### src/rtl/id_ex_stage.sv
// Purpose : ID/EX pipeline register with load-use hazard detection and flush/stall bubbles.
// Latency : 1 cycle from ID inputs to ex_* outputs; stall/pc_write/if_id_write are combinational.
// Backpressure: a load-use hazard holds PC and IF/ID for one cycle while a bubble enters EX.
//
// Ports:
//   clk, rst                  - single clock, synchronous active-high reset
//   id_instruc                - instruction in ID (register indices and funct fields are taken from it)
//   id_pc, id_rs1_data,
//   id_rs2_data, id_imm       - ID datapath values (XLEN bits)
//   id_ALUOp .. id_mem_to_reg - control-unit decode for id_instruc
//   flush                     - a later stage took a branch; the ID instruction is discarded
//   ex_*                      - registered EX-stage copies, ex_valid marks a real instruction
//   stall, pc_write,
//   if_id_write               - load-use hazard indication and upstream write enables
module id_ex_stage #(
  parameter int XLEN = 32
) (
  input  logic            clk,
  input  logic            rst,
  input  logic [31:0]     id_instruc,
  input  logic [XLEN-1:0] id_pc,
  input  logic [XLEN-1:0] id_rs1_data,
  input  logic [XLEN-1:0] id_rs2_data,
  input  logic [XLEN-1:0] id_imm,
  input  logic [1:0]      id_ALUOp,
  input  logic            id_ALUSrc,
  input  logic            id_branch,
  input  logic            id_mem_read,
  input  logic            id_mem_write,
  input  logic            id_reg_write,
  input  logic            id_mem_to_reg,
  input  logic            flush,
  output logic [XLEN-1:0] ex_pc,
  output logic [XLEN-1:0] ex_rs1_data,
  output logic [XLEN-1:0] ex_rs2_data,
  output logic [XLEN-1:0] ex_imm,
  output logic [1:0]      ex_ALUOp,
  output logic            ex_ALUSrc,
  output logic            ex_branch,
  output logic            ex_mem_read,
  output logic            ex_mem_write,
  output logic            ex_reg_write,
  output logic            ex_mem_to_reg,
  output logic            ex_valid,
  output logic [4:0]      ex_rs1,
  output logic [4:0]      ex_rs2,
  output logic [4:0]      ex_rd,
  output logic [2:0]      ex_funct3,
  output logic            ex_funct7_30,
  output logic            stall,
  output logic            pc_write,
  output logic            if_id_write
);

  typedef struct packed {
    logic [XLEN-1:0] pc;
    logic [XLEN-1:0] rs1_data;
    logic [XLEN-1:0] rs2_data;
    logic [XLEN-1:0] imm;
    logic [1:0]      alu_op;
    logic            alu_src;
    logic            branch;
    logic            mem_read;
    logic            mem_write;
    logic            reg_write;
    logic            mem_to_reg;
    logic            valid;
    logic [4:0]      rs1;
    logic [4:0]      rs2;
    logic [4:0]      rd;
    logic [2:0]      funct3;
    logic            funct7_30;
  } ex_regs_t;

  ex_regs_t ex_q;
  ex_regs_t ex_d;

  logic [6:0] opcode;
  logic [4:0] rs1;
  logic [4:0] rs2;
  logic [4:0] rd;
  logic [2:0] funct3;
  logic       funct7_30;
  logic       rs1_used;
  logic       rs2_used;
  logic       hazard;

  // Bits of the instruction that this stage does not forward (funct7 except bit 30).
  logic       unused_instr_bits;

  assign opcode    = id_instruc[6:0];
  assign rd        = id_instruc[11:7];
  assign funct3    = id_instruc[14:12];
  assign rs1       = id_instruc[19:15];
  assign rs2       = id_instruc[24:20];
  assign funct7_30 = id_instruc[30];
  assign unused_instr_bits = ^{id_instruc[31], id_instruc[29:25]};

  // Only formats that really read a source register may cause a hazard; for
  // I-type/U-type/J-type the rs2 field is immediate bits and must be ignored.
  always_comb begin
    rs1_used = 1'b0;
    rs2_used = 1'b0;
    case (opcode)
      7'b0000011: rs1_used = 1'b1;                     // load
      7'b0010011: rs1_used = 1'b1;                     // ALU immediate
      7'b0100011: begin rs1_used = 1'b1; rs2_used = 1'b1; end  // store
      7'b0110011: begin rs1_used = 1'b1; rs2_used = 1'b1; end  // ALU register
      7'b1100011: begin rs1_used = 1'b1; rs2_used = 1'b1; end  // branch
      default:    ;
    endcase
  end

  // Load in EX whose destination is needed by ID: the value is not ready yet.
  // x0 is hardwired to zero, so a load to x0 never blocks anything.
  assign hazard = ex_q.valid && ex_q.mem_read && (ex_q.rd != 5'd0) &&
                  ((rs1_used && (ex_q.rd == rs1)) || (rs2_used && (ex_q.rd == rs2)));

  // A flush discards the dependent instruction anyway, so it must not also freeze PC.
  assign stall       = hazard && !flush;
  assign pc_write    = !stall;
  assign if_id_write = !stall;

  always_comb begin
    ex_d            = '0;
    ex_d.pc         = id_pc;
    ex_d.rs1_data   = id_rs1_data;
    ex_d.rs2_data   = id_rs2_data;
    ex_d.imm        = id_imm;
    ex_d.alu_op     = id_ALUOp;
    ex_d.alu_src    = id_ALUSrc;
    ex_d.branch     = id_branch;
    ex_d.mem_read   = id_mem_read;
    ex_d.mem_write  = id_mem_write;
    ex_d.reg_write  = id_reg_write;
    ex_d.mem_to_reg = id_mem_to_reg;
    ex_d.valid      = 1'b1;
    ex_d.rs1        = rs1;
    ex_d.rs2        = rs2;
    ex_d.rd         = rd;
    ex_d.funct3     = funct3;
    ex_d.funct7_30  = funct7_30;
  end

  // Reset, flush and stall all clear the whole register; the bubble clears
  // ex_mem_read, which is what limits a stall to a single cycle.
  always_ff @(posedge clk) begin
    if (rst) begin
      ex_q <= '0;
    end else if (flush) begin
      ex_q <= '0;
    end else if (stall) begin
      ex_q <= '0;
    end else begin
      ex_q <= ex_d;
    end
  end

  assign ex_pc         = ex_q.pc;
  assign ex_rs1_data   = ex_q.rs1_data;
  assign ex_rs2_data   = ex_q.rs2_data;
  assign ex_imm        = ex_q.imm;
  assign ex_ALUOp      = ex_q.alu_op;
  assign ex_ALUSrc     = ex_q.alu_src;
  assign ex_branch     = ex_q.branch;
  assign ex_mem_read   = ex_q.mem_read;
  assign ex_mem_write  = ex_q.mem_write;
  assign ex_reg_write  = ex_q.reg_write;
  assign ex_mem_to_reg = ex_q.mem_to_reg;
  assign ex_valid      = ex_q.valid;
  assign ex_rs1        = ex_q.rs1;
  assign ex_rs2        = ex_q.rs2;
  assign ex_rd         = ex_q.rd;
  assign ex_funct3     = ex_q.funct3;
  assign ex_funct7_30  = ex_q.funct7_30;

endmodule

### config.mk
export PLATFORM = sky130hd
export DESIGN_NAME = id_ex_stage
export DESIGN_NICKNAME = d
export VERILOG_FILES = /design/src/rtl/id_ex_stage.sv
export SDC_FILE = /design/constraint.sdc
export NUM_CORES = 1
export LEC_CHECK = 0
export ABC_CLOCK_PERIOD_IN_PS = 2300
export CAP_MARGIN = 40
export CORE_AREA = 2 2 130 132
export CTS_BUF_LIST = sky130_fd_sc_hd__clkbuf_8
export DETAILED_ROUTE_END_ITERATION = 7
export DIE_AREA = 0 0 132 134
export PLACE_DENSITY_LB_ADDON = 0.08
export SLEW_MARGIN = 20
export SYNTH_ARGS = -nofsm -noshare
export SYNTH_HDL_FRONTEND = slang
export SYNTH_SLANG_ARGS = --single-unit
### constraint.sdc
create_clock -name clk -period 2.3 [get_ports clk]
set_clock_uncertainty 0.2 [all_clocks]
set_input_delay 0.46 -clock clk [delete_from_list [all_inputs] [get_ports clk]]
set_output_delay 0.46 -clock clk [all_outputs]
set_load 0.01 [all_outputs]
==> qor.txt <==
Fin nets = 1031
Via count = 4905
Num ports = 330
Startpoint Class = flop
Hold Path Depth = 3
WL per Instance = 16.45 µm
Inst Count DP = 1056
Worst Setup Path Type = flop to primary output
Largest family of logic cells by synthesized area = compound AO/OA/AOI/OAI gates
Clock slew at reported path FFs = 0.08 ns
Deepest clock path buffer count = 2
Hold buffer count at cts = 0
CTS Buf Count = 17
Setup violators final = 3
Final setup TNS = -0.6240 ns
Leak = 0.003534 µW
Post-synth top area share = 57.86%
Clock sinks = 156
Starting DRC count in detailed routing = 175
Layout cell share with drive strength beyond 1 = 19.47%
HP Start = id_instruc[23]
XOR/XNOR Fraction of Synth Area = 1.623%
Critical Path Sink Type = primary output
Hpwl dp = 12190 µm
Min-Delay Path Class = primary input to flop
Synth Instances = 543
Initial Util = 33.14%
RSZ-0062 raised after global routing = true
DR pass1 iterations = 4
Worst path buffer plus inverter count = 2
CTS tree = built
Worst path max stage delay = 0.53 ns
Mapped cell area = 5398 µm²
Core area = 16290 µm²
Mapped Nets = 714
Worst path slowest cell = or4_4
Compound-Gate Fraction of Synth Area = 22.04%
Hold Fails Final Rpt = 0
Worst path cell trace = or4_4, o211a_4, buf_6, nand2_4, buf_6
Port bufs = 323
Synthesis Warnings = 0
Critical path's top delay family = simple AND/OR/NAND/NOR gates
PnR worst setup slack = -0.2083 ns
Via/cell ratio = 4.488
Largest net degree at the start of global routing = 86
Number of distinct library cells after synthesis = 22
Most common cell after layout, fill and taps aside = clkdlybuf4s50_1
CTS H-tree depth = 4
Max-slew violations = 0
Antenna Cells = 0
#FFs+latches synth = 156
Proportion of synthesized area in mux cells = 0%
Detail Route Antenna Nets = 0
Die Area = 17690 µm²
Total grt overflow = 0
GRT Util Overall = 19.65%
Clk Latency, worst-skew pair = 0.45 ns
First-pass GRT wire length = 27010 µm
Most used cell, CP = buf_6
Pwr/cell area = 624.8 nW/µm²
Final worst path period need = 2.508 ns
Initial antenna violation count = 0
Layout area overhead = 73.50%
Period utilisation layout = 109.1%
Most frequent cells in the layout = 313 x clkdlybuf4s50_1, 156 x nand2_1, 153 x dfxtp_1, 100 x a21oi_2, 55 x a21oi_1
Worst r2r dst = ex_pc[21]
DP Worst Slack = -0.8259 ns
DRC Markers = 0
Worst Path Max Fanout = 3
Die width = 132 µm
Synth area leaders = dfxtp_1 58%, a21oi_2 16%, nand2_1 11%
WP data arrival = 1.85 ns
R2R setup slack = 0.10 ns
Status = complete, but fails checks
Detailed Route WL = 17980 µm
Synth Area in Simple Gates = 11.78%
Register area share after synthesis = 57.86%
Post-Syn Area per Cell = 9.940 µm²
Max_slew headroom = 72.23%
WP data required = 1.64 ns
Fmax = 398.7 MHz
Finished Layout Cells = 1093
Vias in the first global route = 4871
Gp weighted congestion = 0.7818
Num rows = 47
Worst reg2reg startpoint = ex_valid
CTS root buf = clkbuf_8
Worst Hold Endpoint = ex_rs2[3]
Failing checks = negative setup slack
WP depth = 5
Post-synthesis adder-cell area fraction = 0%
R2R depth = 8
Max-cap violations = 0
Worst-Margin Slew = 0.4165 ns
Cell accounting for the most synthesized area = dfxtp_1
Worst vdd ir = 0.0003567 V
Die H = 134 µm
Final Hold Slack = 0.2091 ns
## how the worst max path moves through the flow
stage,start,to
final,ex_rd[1],if_id_write
after global routing,ex_rd[1],pc_write
after CTS,ex_rd[1],pc_write
after detailed placement,id_instruc[24],stall
after global placement,id_instruc[24],stall
after floorplan,ex_rd[2],pc_write
## cell families after synthesis
family,after synthesis
buf+inv,54
compound gates,159
flops,156
xor+xnor,10
simple gates,164
## per-stage QoR
stage	area [µm²]	util (%)	power [µW]
3_5_place_dp	8813	54.11	3749
6_report	9365	57.49	5851
4_1_cts	9316	57.19	5931
5_1_grt	9365	57.49	6093
2_1_floorplan	5401	-	3174
3_3_place_gp	8813	54.11	3736
## synthesized netlist by cell type, drive strengths merged
library cell and instances:
buf 30, xor2 1, nor4b 1, nand4b 1, or4 1, o32ai 1, a21boi 1, dfxtp 156
nand4 1, clkbuf 23, nand2 157, a21oi 155, inv 1, o21ai 1, nor2 1, nand3 1
xnor2 9, o211a 1, and2 1
## timing repair
| action | CTS | global route |
|---|---|---|
| cloned | 1 | 1 |
| endpoints found under the setup margin | 137 | 99 |
| setup buffers | 2 | 1 |
| resized for setup | 28 | 8 |
| hold endpoints to repair | 0 | 0 |
| pin swaps | 7 | 3 |
## final cells by class
type                    count  area, µm²
flip-flops and latches    156       3127
inverters                   1      3.754
clock buffers              17      234.0
fillers                  1466       6924
clock inverters            15      182.7
multi-input cells         333       1967
repair buffers            351       3576
well taps                 220      275.3
## power breakdown
part           total [µW]  internal (µW)  switching, µW
logic                 850            519            331
clock network        2160           1160            997
registers            2840           2810           31.4
## metal layers
layer / part of all wire, % / up-vias / GRT usage [%]
li1: - / 2403 / -
met1: 39 / 2272 / 21.28
met2: 52 / 203 / 35.21
met3: 7.3 / 27 / 6.652
met4: 2.3 / 0 / 8.031
met5: 0 / - / 0
## worst reg2reg max path: cells and delay by family (launching register included)
kind,cells,cell delay [ns]
AOI/OAI and AO/OA,2,0.34
DFF,1,0.35
and+or+nand+nor,2,0.41
buffers and inverters,4,0.78
No activity file was read; power rests on OpenSTA's default activity.
